$ cat src/rtl/ov5642_pixel_packer.sv
// ov5642_pixel_packer
// Packs the OV5642 capture stage's byte-wide write stream into 32-bit words.
// Each word is queued in a show-ahead FIFO together with its word address and a
// frame-start marker, then handed to the DMA stage over a valid/ready stream.
//
// Output handshake: m_tvalid is high whenever the FIFO holds a word, and the
// head word (m_tdata/m_taddr/m_tuser) is held stable until it is taken. A word
// transfers on every pclk edge where m_tvalid && m_tready. m_tvalid never waits
// for m_tready.
module ov5642_pixel_packer #(
  parameter int ADDR_W     = 17,
  parameter int FIFO_DEPTH = 16
) (
  input  logic                          pclk,
  input  logic                          reset_n,
  input  logic [ADDR_W-1:0]             address,
  input  logic [7:0]                    pix_data,
  input  logic                          write_enable,
  output logic [31:0]                   m_tdata,
  output logic [ADDR_W-3:0]             m_taddr,
  output logic                          m_tuser,
  output logic                          m_tvalid,
  input  logic                          m_tready,
  output logic [$clog2(FIFO_DEPTH):0]   fill_level,
  output logic                          overflow,
  output logic                          misalign,
  input  logic                          clear_flags
);

  localparam int WA_W  = ADDR_W - 2;
  localparam int PTR_W = $clog2(FIFO_DEPTH);
  localparam int CNT_W = PTR_W + 1;

  // Word assembly state
  logic [7:0]      lane0_q, lane1_q, lane2_q;
  logic            pend_q;
  logic [1:0]      exp_lane_q;
  logic [WA_W-1:0] pend_addr_q;

  // Incoming byte decode
  logic [1:0]      byte_lane;
  logic [WA_W-1:0] byte_waddr;
  logic            in_seq;
  logic            mis_ev;
  logic            word_done;
  logic [7:0]      base_l0, base_l1, base_l2;
  logic [7:0]      nxt_l0, nxt_l1, nxt_l2;
  logic [31:0]     word_data;

  // FIFO state
  logic [31:0]      mem_data [FIFO_DEPTH];
  logic [WA_W-1:0]  mem_addr [FIFO_DEPTH];
  logic             mem_user [FIFO_DEPTH];
  logic [PTR_W-1:0] wr_ptr, rd_ptr;
  logic [CNT_W-1:0] count;
  logic             full;
  logic             pop;
  logic             push;
  logic             drop;

  // Sticky flags
  logic overflow_q, misalign_q;

  assign byte_lane  = address[1:0];
  assign byte_waddr = address[ADDR_W-1:2];

  // Continuity check and next lane contents; a broken sequence wipes the partial word first
  always_comb begin
    in_seq  = 1'b0;
    mis_ev  = 1'b0;
    base_l0 = lane0_q;
    base_l1 = lane1_q;
    base_l2 = lane2_q;
    if (pend_q) begin
      in_seq = (byte_lane == exp_lane_q) && (byte_waddr == pend_addr_q);
    end else begin
      in_seq = (byte_lane == 2'd0);
    end
    mis_ev = write_enable && pend_q && !in_seq;
    if (mis_ev) begin
      base_l0 = 8'd0;
      base_l1 = 8'd0;
      base_l2 = 8'd0;
    end
    nxt_l0 = base_l0;
    nxt_l1 = base_l1;
    nxt_l2 = base_l2;
    case (byte_lane)
      2'd0:    nxt_l0 = pix_data;
      2'd1:    nxt_l1 = pix_data;
      2'd2:    nxt_l2 = pix_data;
      default: ;
    endcase
    word_done = write_enable && (byte_lane == 2'd3);
    word_data = {pix_data, base_l2, base_l1, base_l0};
  end

  // Lane registers and pending-word tracking
  always_ff @(posedge pclk or negedge reset_n) begin
    if (!reset_n) begin
      lane0_q     <= 8'd0;
      lane1_q     <= 8'd0;
      lane2_q     <= 8'd0;
      pend_q      <= 1'b0;
      exp_lane_q  <= 2'd0;
      pend_addr_q <= '0;
    end else if (write_enable) begin
      if (word_done) begin
        lane0_q    <= 8'd0;
        lane1_q    <= 8'd0;
        lane2_q    <= 8'd0;
        pend_q     <= 1'b0;
        exp_lane_q <= 2'd0;
      end else begin
        lane0_q     <= nxt_l0;
        lane1_q     <= nxt_l1;
        lane2_q     <= nxt_l2;
        pend_q      <= 1'b1;
        exp_lane_q  <= byte_lane + 2'd1;
        pend_addr_q <= byte_waddr;
      end
    end
  end

  assign full = (count == CNT_W'(FIFO_DEPTH));
  assign pop  = m_tvalid && m_tready;
  assign push = word_done && (!full || pop);
  assign drop = word_done && !push;

  // FIFO storage; contents are only visible while the slot is occupied, so no reset
  always_ff @(posedge pclk) begin
    if (push) begin
      mem_data[wr_ptr] <= word_data;
      mem_addr[wr_ptr] <= byte_waddr;
      mem_user[wr_ptr] <= (byte_waddr == '0);
    end
  end

  // FIFO pointers and occupancy; pointers wrap naturally at the power-of-two depth
  always_ff @(posedge pclk or negedge reset_n) begin
    if (!reset_n) begin
      wr_ptr <= '0;
      rd_ptr <= '0;
      count  <= '0;
    end else begin
      if (push) wr_ptr <= wr_ptr + PTR_W'(1);
      if (pop)  rd_ptr <= rd_ptr + PTR_W'(1);
      case ({push, pop})
        2'b10:   count <= count + CNT_W'(1);
        2'b01:   count <= count - CNT_W'(1);
        default: ;
      endcase
    end
  end

  // Sticky error flags; a new event on the clearing edge keeps the flag set
  always_ff @(posedge pclk or negedge reset_n) begin
    if (!reset_n) begin
      overflow_q <= 1'b0;
      misalign_q <= 1'b0;
    end else begin
      if (drop)             overflow_q <= 1'b1;
      else if (clear_flags) overflow_q <= 1'b0;
      if (mis_ev)           misalign_q <= 1'b1;
      else if (clear_flags) misalign_q <= 1'b0;
    end
  end

  // Head word is gated by occupancy so the stream reads all-zero when empty or in reset
  always_comb begin
    m_tvalid   = (count != '0);
    m_tdata    = m_tvalid ? mem_data[rd_ptr] : 32'd0;
    m_taddr    = m_tvalid ? mem_addr[rd_ptr] : '0;
    m_tuser    = m_tvalid ? mem_user[rd_ptr] : 1'b0;
    fill_level = count;
    overflow   = overflow_q;
    misalign   = misalign_q;
  end

endmodule
$ cat config.mk
export PLATFORM = sky130hd
export DESIGN_NAME = ov5642_pixel_packer
export DESIGN_NICKNAME = d
export VERILOG_FILES = /design/src/rtl/ov5642_pixel_packer.sv
export SDC_FILE = /design/constraint.sdc
export NUM_CORES = 1
export LEC_CHECK = 0
export BUFFER_PORTS_ARGS = -buffer_cell sky130_fd_sc_hd__buf_4
export CAP_MARGIN = 20
export CORE_MARGIN = 5
export CORE_UTILIZATION = 60
export DETAILED_ROUTE_END_ITERATION = 10
export PLACE_DENSITY = 0.76
export REMOVE_ABC_BUFFERS = 1
export SLEW_MARGIN = 30
export SYNTH_ARGS = -nofsm -noshare
export SYNTH_HDL_FRONTEND = slang
export SYNTH_SLANG_ARGS = --single-unit
$ cat constraint.sdc
create_clock -name pclk -period 6.8 [get_ports pclk]
set_input_delay 0.34 -clock pclk [delete_from_list [all_inputs] [get_ports pclk]]
set_output_delay 0.34 -clock pclk [all_outputs]
set_load 0.02 [all_outputs]
Word-level counts from Yosys, hierarchy flattened:

Memories as Yosys holds them, arrays and structs flattened.
Index checks and enable logic that the tools add are counted.

* register bits after elaboration: 57
* memory bits (writable): 768
* bits of input ports: 30
* word-level logic and storage cells: 67
* memories kept: 3

Memory list
* mem_data: depth 16, width 32, read ports 1, clocked after memory_dff 0, write ports 1, RTL line 51 `logic [31:0] mem_data [FIFO_DEPTH];`
* mem_addr: depth 16, width 15, read ports 1, clocked after memory_dff 0, write ports 1, RTL line 52 `logic [WA_W-1:0] mem_addr [FIFO_DEPTH];`
* mem_user: depth 16, width 1, read ports 1, clocked after memory_dff 0, write ports 1, RTL line 53 `logic mem_user [FIFO_DEPTH];`

* add/sub/neg operators: 5
* equal/unequal tests: 8
* multiplexer cells: 21
* bitwise gates (word level): 1
* reduce and logical (&&, ||, !) cells: 18

Operators with widths (count)
* 8-bit two-way mux: 9
* 32-bit two-way mux: 1
* 15-bit equality test: 1
* 15-bit logical NOT: 1
* 15-bit two-way mux: 1
* 5-bit case mux with 2 select lines: 1
* 4-bit by 1-bit adder with 4-bit output (second input constant): 2
* 1-bit two-way mux: 8
* 1-bit logical AND: 7
* 2-bit equality test (second input constant): 3
* 2-bit nonzero test: 3
* 5-bit by 1-bit adder with 5-bit output (second input constant): 1
* 5-bit equality test (second input constant): 1
* 5-bit nonzero test: 1
* 5-bit by 1-bit subtractor with 5-bit output (second input constant): 1
* 2-bit by 1-bit equality test with 1-bit output (second input constant): 2
* 1-bit logical NOT: 3
* 2-bit by 1-bit adder with 2-bit output (second input constant): 1
* 2-bit equality test: 1
* 2-bit logical NOT: 1
* 2-bit two-way mux: 1
* 2-bit AND reduction: 1
* 1-bit logical OR: 1
* 1-bit inverter: 1

Depth between registers and ports, before layout:

Gate-level depths: netlist (run 1).

* word-level depth: 8
* mapped depth: 9

Least setup slack after synthesis (run 1):

Ideal clock, no wire load.

* path kind: register to register
* start point: register count[0] (netlist: fill_level[0])
* end point: memory mem_addr[3][0] (netlist bit) (enable)
* library setup time: 513 ps
* data arrival time: 4714 ps
* data required time: 6287 ps
* setup slack: 1574 ps
* cell stages (with the launch flop): 5
* path buffers: 0
* path through: dfrtp_1 nor4_2 a31oi_1 nand2_1 nor3_1

* longest elaborated chain between the ends: 6
* elaborated cells between the ends (all ways): 8
* those cells by class: eq/ne (1); mux (2); reduce/logical (5)

RTL lines
* start: declaration: RTL line 55 `logic [CNT_W-1:0] count;`
* start signal: assignment: RTL line 149 `2'b10: count <= count + CNT_W'(1);`
* start signal: assignment: RTL line 150 `2'b01: count <= count - CNT_W'(1);`
* 5-bit equality test or 5-bit nonzero test (tied branches): RTL line 125, 171
* 1-bit logical NOT or 1-bit logical AND (tied branches): RTL line 127, 126
* 1-bit logical OR (*): RTL line 127 `assign push = word_done && (!full || pop);`
* 1-bit logical AND (*): RTL line 127
* 1-bit two-way mux (*): RTL line 132 `if (push) begin`
* 1-bit two-way mux (implied by the code) (*): RTL line 134 `mem_addr[wr_ptr] <= byte_waddr;`
* end: declaration: RTL line 52

Every way passes the cells marked *; elsewhere a longest branch is shown, timed or not.

Final worst setup path (run 1):

* start point: register rd_ptr[1]
* end point: output m_tdata[6]

* longest elaborated chain between the ends: 2

RTL lines
* start: declaration: RTL line 54 `logic [PTR_W-1:0] wr_ptr, rd_ptr;`
* start signal: assignment: RTL line 147 `if (pop) rd_ptr <= rd_ptr + PTR_W'(1);`
* memory 16 x 32 bit
* 32-bit two-way mux: RTL line 172 `m_tdata = m_tvalid ? mem_data[rd_ptr] : 32'd0;`
* end: declaration: RTL line 19 `output logic [31:0] m_tdata,`

No other way between the ends.

==> impl_metrics.tcl, run 1 <==
set metrics [dict create \
    synth.distinct_cells 41 \
    holdWs_ns 0.0585 \
    max_slew.worst_pin.slew_ns 1.01 \
    critPathSlowestCell "dfrtp_4" \
    path_cells "buf_12 > mux4_2 > mux4_2 > and2_1 > buf_4" \
    cp_max_fo 140 \
    grt_max_degree 141 \
    fmax_ghz 0.244 \
    cp_slowest_stage_delay_ns 0.99 \
    cts_tree "yes" \
    drt_pass1_iterations 6 \
    fin_area_sq_mm 0.0369 \
    drive_gt1_share_pct 27.6 \
    synth_seq_cells 825 \
    cts_inserted_buffers 81 \
    slew_headroom_pct 32.6 \
    cts_sinks 825 \
    period_share_pct 60.3 \
    gp_congestion 0.821 \
    grt_pass1_vias 16100 \
    grt_use_met2_pct 40.6 \
    synth_cells 1437 \
    p_leak_nw 12.3 \
    status "finished, final reports clean" \
    fin_nets 1602 \
    routed_via_density 6.67 \
    finalPower_w 0.0148 \
    dp_slack_ns 2.88 \
    reg2reg_from "fill_level[0]" \
    hp-class "in -> reg" \
    portBuffers 85 \
    io_pins 86 \
    post-place-cells 2171 \
    place_area_sq_mm 0.0342 \
    wl_per_cell_microns 31.3 \
    gr-usage-met3_pct 5.74 \
    rsz0062_at_grt "false" \
    vias 15500 \
    area_growth_pct 12.7 \
    fin_cells 2322 \
    wl_mm 72.7 \
    dp.final_hpwl_mm 39.8 \
    setup_ws_ns 2.70 \
    num_rows 85 \
    worstSetupStartpoint "rd_ptr[1]" \
    finalSetupViolCount 0 \
    die_x_microns 244 \
    finClkSkew_ns 0.0330 \
    worstSetupPathType "reg -> out" \
    die_area_sq_mm 0.0594 \
    clock_latency_ns 0.62 \
    core_region_area_sq_mm 0.0540 \
    cap_violations 0 \
    clockBufferDepth 3 \
    grt_busiest_layer "met2" \
    required_ns 6.46 \
    crit_path_start_kind "register" \
    hold_violations 0 \
    worstHoldStart "m_tready" \
    final_common_cell "edfxtp_1" \
    syn-cell-area_sq_mm 0.0328 \
    worstPathArrival_ns 3.76 \
    root_buffer "clkbuf_16" \
    clk_pin_slew_ns 0.06 \
    ir_drop_v 0.000360 \
    crit_top_cell "mux4_2" \
    h-tree-depth 3 \
    drt_iter0_markers 2037 \
    fin_crit_ns 4.10 \
    dieHeight_microns 244 \
    fill_cells 3191 \
    postRouteAntennaNets 0 \
    grt-ovfl-total 0 \
    drc_errors 0 \
    yosysWarnings 0 \
    antenna_found_initial 1 \
    pwr_density_cell_mw_per_mm2 401 \
    use_met1_pct 34.5 \
    start_util_pct 60.7 \
    grt_usage_pct 24.7 \
    syn_avg_cell_area_sq_um 22.8 \
    drv_slew 0 \
    post_cts_buffers 0 \
    crit_path_end_kind "primary output" \
    layout_common_cells "768 x edfxtp_1, 148 x mux4_2, 110 x buf_4" \
    yosysSeqAreaShare_pct 74.7 \
    grt_pass1_wl_mm 108 \
]
power by group:
part	switching (W)	leakage (nW)	internal (W)
clock network	0.00184	1.31	0.00262
registers	0.000262	7.72	0.00580
logic	0.00216	3.22	0.00215
total	0.00426	12.3	0.0106
sequential cells by signal, indices dropped and copies added (netlist names):
signal       cells
mem_data       512
mem_addr       240
mem_user        16
pend_addr_q     15
lane0_q          8
lane1_q          8
lane2_q          8
fill_level       5
rd_ptr           4
wr_ptr           4
exp_lane_q       2
misalign         1
overflow         1
pend_q           1
cell families (layout without fill, tap and decap cells):
family                     Yosys count  after routing  synth area share, %
AOI/OAI and AO/OA                   73             73                 1.57
xor gates and xnor gates            27             27                0.721
adders and majority gates           13             13                0.519
buffers and inverters               87            275                 1.73
DFF                                825            825                 74.7
muxes                              260            260                 18.2
other                                0              1                    0
and+or+nand+nor                    152            152                 2.53
layer usage:
| layer | wire length (microns) | vias up |
|---|---|---|
| met4 | 1570 | 0 |
| met2 | 36800 | 786 |
| li1 | - | 6359 |
| met3 | 6490 | 114 |
| met1 | 27900 | 8227 |
| met5 | 0 | - |
repair_timing:
| item | in CTS | in global routing |
|---|---|---|
| resized for setup | 0 | 0 |
| hold endpoints to repair | 57 | 0 |
| hold buffers | 1 | 0 |
final cells by class:
type                            instances  area [sq um]  area share, %
Antenna cell                            1          2.50        0.00678
Clock buffer                          109          2280           6.17
Clock inverter                         40           372           1.01
Inverter                                9          33.8         0.0915
Multi-Input combinational cell        525          7920           21.4
Sequential cell                       825         24500           66.3
Tap cell                              696           871           2.36
Timing Repair Buffer                  117           963           2.61
metrics by stage:
step           TNS [ns]  util (%)
2_1_floorplan    -65.59         -
3_3_place_gp          0      63.2
3_5_place_dp          0      63.4
4_1_cts               0      68.3
5_1_grt               0      68.4
6_report              0      68.4
cell usage after synthesis, drive strengths merged:
cell type    n  area [sq um]
a41oi        7          61.3
a32oi       15           131
mux4       240          5750
o21a         1          7.51
and4         1          8.76
edfxtp     768         23100
a32o         2          20.0
dfrtp       57          1430
o2bb2ai     10          87.6
nand4        5          31.3
nor2        18          67.6
xor2         5          43.8
a21o         4          30.0
a31oi        3          18.8
inv          8          30.0
fa           1          20.0
ha          12           150
nand2b       2          12.5
o21ai       23           115
nor2b       26           163
a21oi        7          35.0
and2        48           300
mux2        20           225
clkinv       1          3.75
nor4         5          52.6
buf         34           369
xnor2       22           193
nand3       10          50.1
a22o         1          8.76
nor3         5          25.0
clkbuf      44           165
nand2       32           120
path summary, 6_finish.rpt:
| path | depth (start not counted) | to | slack (ns) |
|---|---|---|---|
| setup / recovery | 5 | m_tdata[6] | 2.70 |
| setup reg to reg | 5 | mem_data[7][18] | 3.34 |
| hold reg to reg | 1 | pend_q | 0.50 |
| min in group asynchronous | 2 | fill_level[3] | 0.34 |
| max in group asynchronous | 2 | rd_ptr[2] | 5.84 |
| hold / removal | 3 | rd_ptr[2] | 0.06 |
critical path: cells and delay by family, from the launching register on:
family                 cells  cell delay (ns)
buffers and inverters      2             0.81
DFF                        1             0.99
muxes                      2             0.97
and+or+nand+nor            1             0.19
Power figures use the tool's default switching activity.
==> run 2, diff against run 1 <==
ABC_AREA = 1   (was not set)
clock period = 3.9 ns   (was 6.8 ns; I/O delays follow)
==> impl_metrics.tcl, run 2 <==
set metrics [dict create \
    crit_path_start_kind "register" \
    clk_pin_slew_ns 0.06 \
    ctsResizeCount 0 \
    largest_register "mem_data" \
    synth_top_cell_by_area "edfxtp_1" \
    finClkSkew_ns 0.0203 \
    syn-cell-area_sq_mm 0.0331 \
    cap_violations 0 \
    ir_drop_v 0.000653 \
    max_slew.worst_pin.slew_ns 1.23 \
    dieHeight_microns 245 \
    num_rows 86 \
    yosysWarnings 0 \
    layout_common_cells "768 x edfxtp_1, 397 x o21ai_0, 393 x nor2_1" \
    critPathSlowestCell "dfrtp_4" \
    area_growth_pct 12.4 \
    grt-ovfl-total 0 \
    gp_congestion 0.817 \
    fmax_ghz 0.279 \
    synth_edf_count 768 \
    path_cells "buf_12 > o21ai_0 > o221ai_1 > nand3_1 > a21oi_1 > buf_4" \
    h-tree-depth 3 \
    drc_errors 0 \
    synthFlopType "edfxtp_1" \
    crit_path_end_kind "primary output" \
    post_cts_buffers 0 \
    fin_area_sq_mm 0.0372 \
    worstPathArrival_ns 3.39 \
    required_ns 3.70 \
    slew_headroom_pct 18.2 \
    hold_violations 0 \
    yosysMostFrequentCell "edfxtp_1" \
    postRouteAntennaNets 0 \
    routed_via_density 6.34 \
    start_util_pct 60.3 \
    p_leak_nw 13.0 \
    netlist_top_cells_count "768 x edfxtp_1, 409 x nor2_1, 397 x o21ai_0" \
    status "finished, final reports clean" \
    final_common_cell "edfxtp_1" \
    grt_pass1_vias 21300 \
    core_region_area_sq_mm 0.0549 \
    synth_seq_cells 825 \
    die_area_sq_mm 0.0600 \
    finalPower_w 0.0269 \
    wl_per_cell_microns 23.6 \
    cts_hold_buf 29 \
    diodes 0 \
    cts_tree "yes" \
    cts_inserted_buffers 79 \
    rsz0062_at_grt "false" \
    post-place-cells 3262 \
    cp_max_fo 230 \
    synth_cells 2597 \
    fin_setup_tns_ns 0 \
    async_reset_ff_share_pct 6.91 \
    min_delay_path_depth 5 \
    io_pins 86 \
    worst-r2r-cell-count 7 \
    clockBufferDepth 3 \
    yosysSeqAreaShare_pct 74.0 \
    finalCoreUtilization_pct 67.8 \
    reg.largest.list "mem_data: 512 flops, mem_addr: 240 flops, mem_user: 16 flops" \
    period_share_pct 92.0 \
    synth_area_leaders "edfxtp_1 70%, o21ai_0 6.0%, nor2_1 4.6%, dfrtp_1 4.3%, o221ai_1 3.5%" \
    dp.final_hpwl_mm 42.3 \
    cp_slowest_stage_delay_ns 0.55 \
    largest_reg_flops 512 \
    vias 21800 \
    finalSetupViolCount 0 \
    synthDominantCellAreaShare_pct 69.7 \
    fill_cells 3669 \
    drv_slew 0 \
    synth.distinct_cells 32 \
    antenna_found_initial 1 \
    root_buffer "clkbuf_16" \
    grt_usage_pct 26.6 \
    fin_cells 3433 \
    die_x_microns 245 \
    grt_max_degree 231 \
    wl_mm 81.2 \
    drt_pass1_iterations 6 \
    drt_iter0_markers 2763 \
    portBuffers 85 \
    grt_pass1_wl_mm 123 \
    hp-class "in -> reg" \
    worstSetupPathType "reg -> out" \
    fin_crit_ns 3.59 \
    drive_gt1_share_pct 10.0 \
    pwr_density_cell_mw_per_mm2 722 \
    clock_latency_ns 0.61 \
    cts_sinks 825 \
    syn_avg_cell_area_sq_um 12.7 \
    place_area_sq_mm 0.0344 \
    fin_nets 2711 \
]
[run 2: cell types whose count changed in the layout (fill, tap and decap cells not counted), moves of 33 or more]
cell and delta:
nand3_1 +61, o22ai_1 +34, a21oi_1 +117, mux4_2 -148
nor2_1 +389, and2_1 -48, mux4_1 -92, o221ai_1 +134
o21ai_0 +375, inv_1 +98, o21ai_1 +33, nand2_1 +206
[run 2: final timing paths]
kind / startpoint / end / slack, ns
min: address[1] / exp_lane_q[1] / 0.06
max in group asynchronous: reset_n / rd_ptr[1] / 3.12
min reg2reg: lane1_q[3] / lane1_q[3] / 0.48
min in group asynchronous: reset_n / pend_addr_q[3] / 0.20
max reg2reg: fill_level[0] / mem_data[14][25] / 1.08
max: rd_ptr[0] / m_taddr[8] / 0.31
[run 2: cell type report]
type                       count  area (sq um)  area share [%]
clock buffer                 101          2120            5.70
timing repair buffer         166          1450            3.89
inverter                     113           438            1.18
multi-input combinational   1483          7470            20.1
clock inverter                41           363           0.975
sequential                   825         24500            65.8
tap                          704           881            2.37
[run 2: where the power goes]
group | leakage [nW] | switching [W] | internal, W | total [W]
Sequential | 7.68 | 0.000278 | 0.0101 | 0.0104
Clock | 1.22 | 0.00311 | 0.00430 | 0.00740
Combinational | 4.10 | 0.00629 | 0.00282 | 0.00911
Total | 13.0 | 0.00967 | 0.0172 | 0.0269
[run 2: stage by stage]
stage	worst slack [ns]	hold WS [ns]
global placement	1.14	0.295
CTS	0.478	0.0348
detailed placement	1.10	0.301
floorplan	-8.11	-0.101
global route	0.278	0.0917
finish	0.310	0.0644
[run 2: critical path, delay by kind of cell, from the launching register on]
kind,cells,cell delay [ns]
buffers and inverters,2,0.68
flip-flops,1,0.55
AO/OA/AOI/OAI,3,1.03
AND/OR/NAND/NOR,1,0.11
[run 2: cells by family after synthesis]
| family | after synthesis | share of synthesized area (%) |
|---|---|---|
| flip-flops | 825 | 74.0 |
| adder cells (fa/ha/maj) | 13 | 0.514 |
| AO/OA/AOI/OAI | 732 | 12.8 |
| AND/OR/NAND/NOR | 726 | 8.56 |
| buffers and inverters | 289 | 3.85 |
| XOR/XNOR | 12 | 0.317 |
[run 2: layer usage]
layer | global-route usage, % | up-vias | part of all wire, %
li1 | - | 9668 | -
met1 | 36.8 | 10700 | 38
met2 | 43.1 | 1203 | 48
met3 | 4.74 | 191 | 9.8
met4 | 10.0 | 2 | 3.4
met5 | 0 | - | 0.016
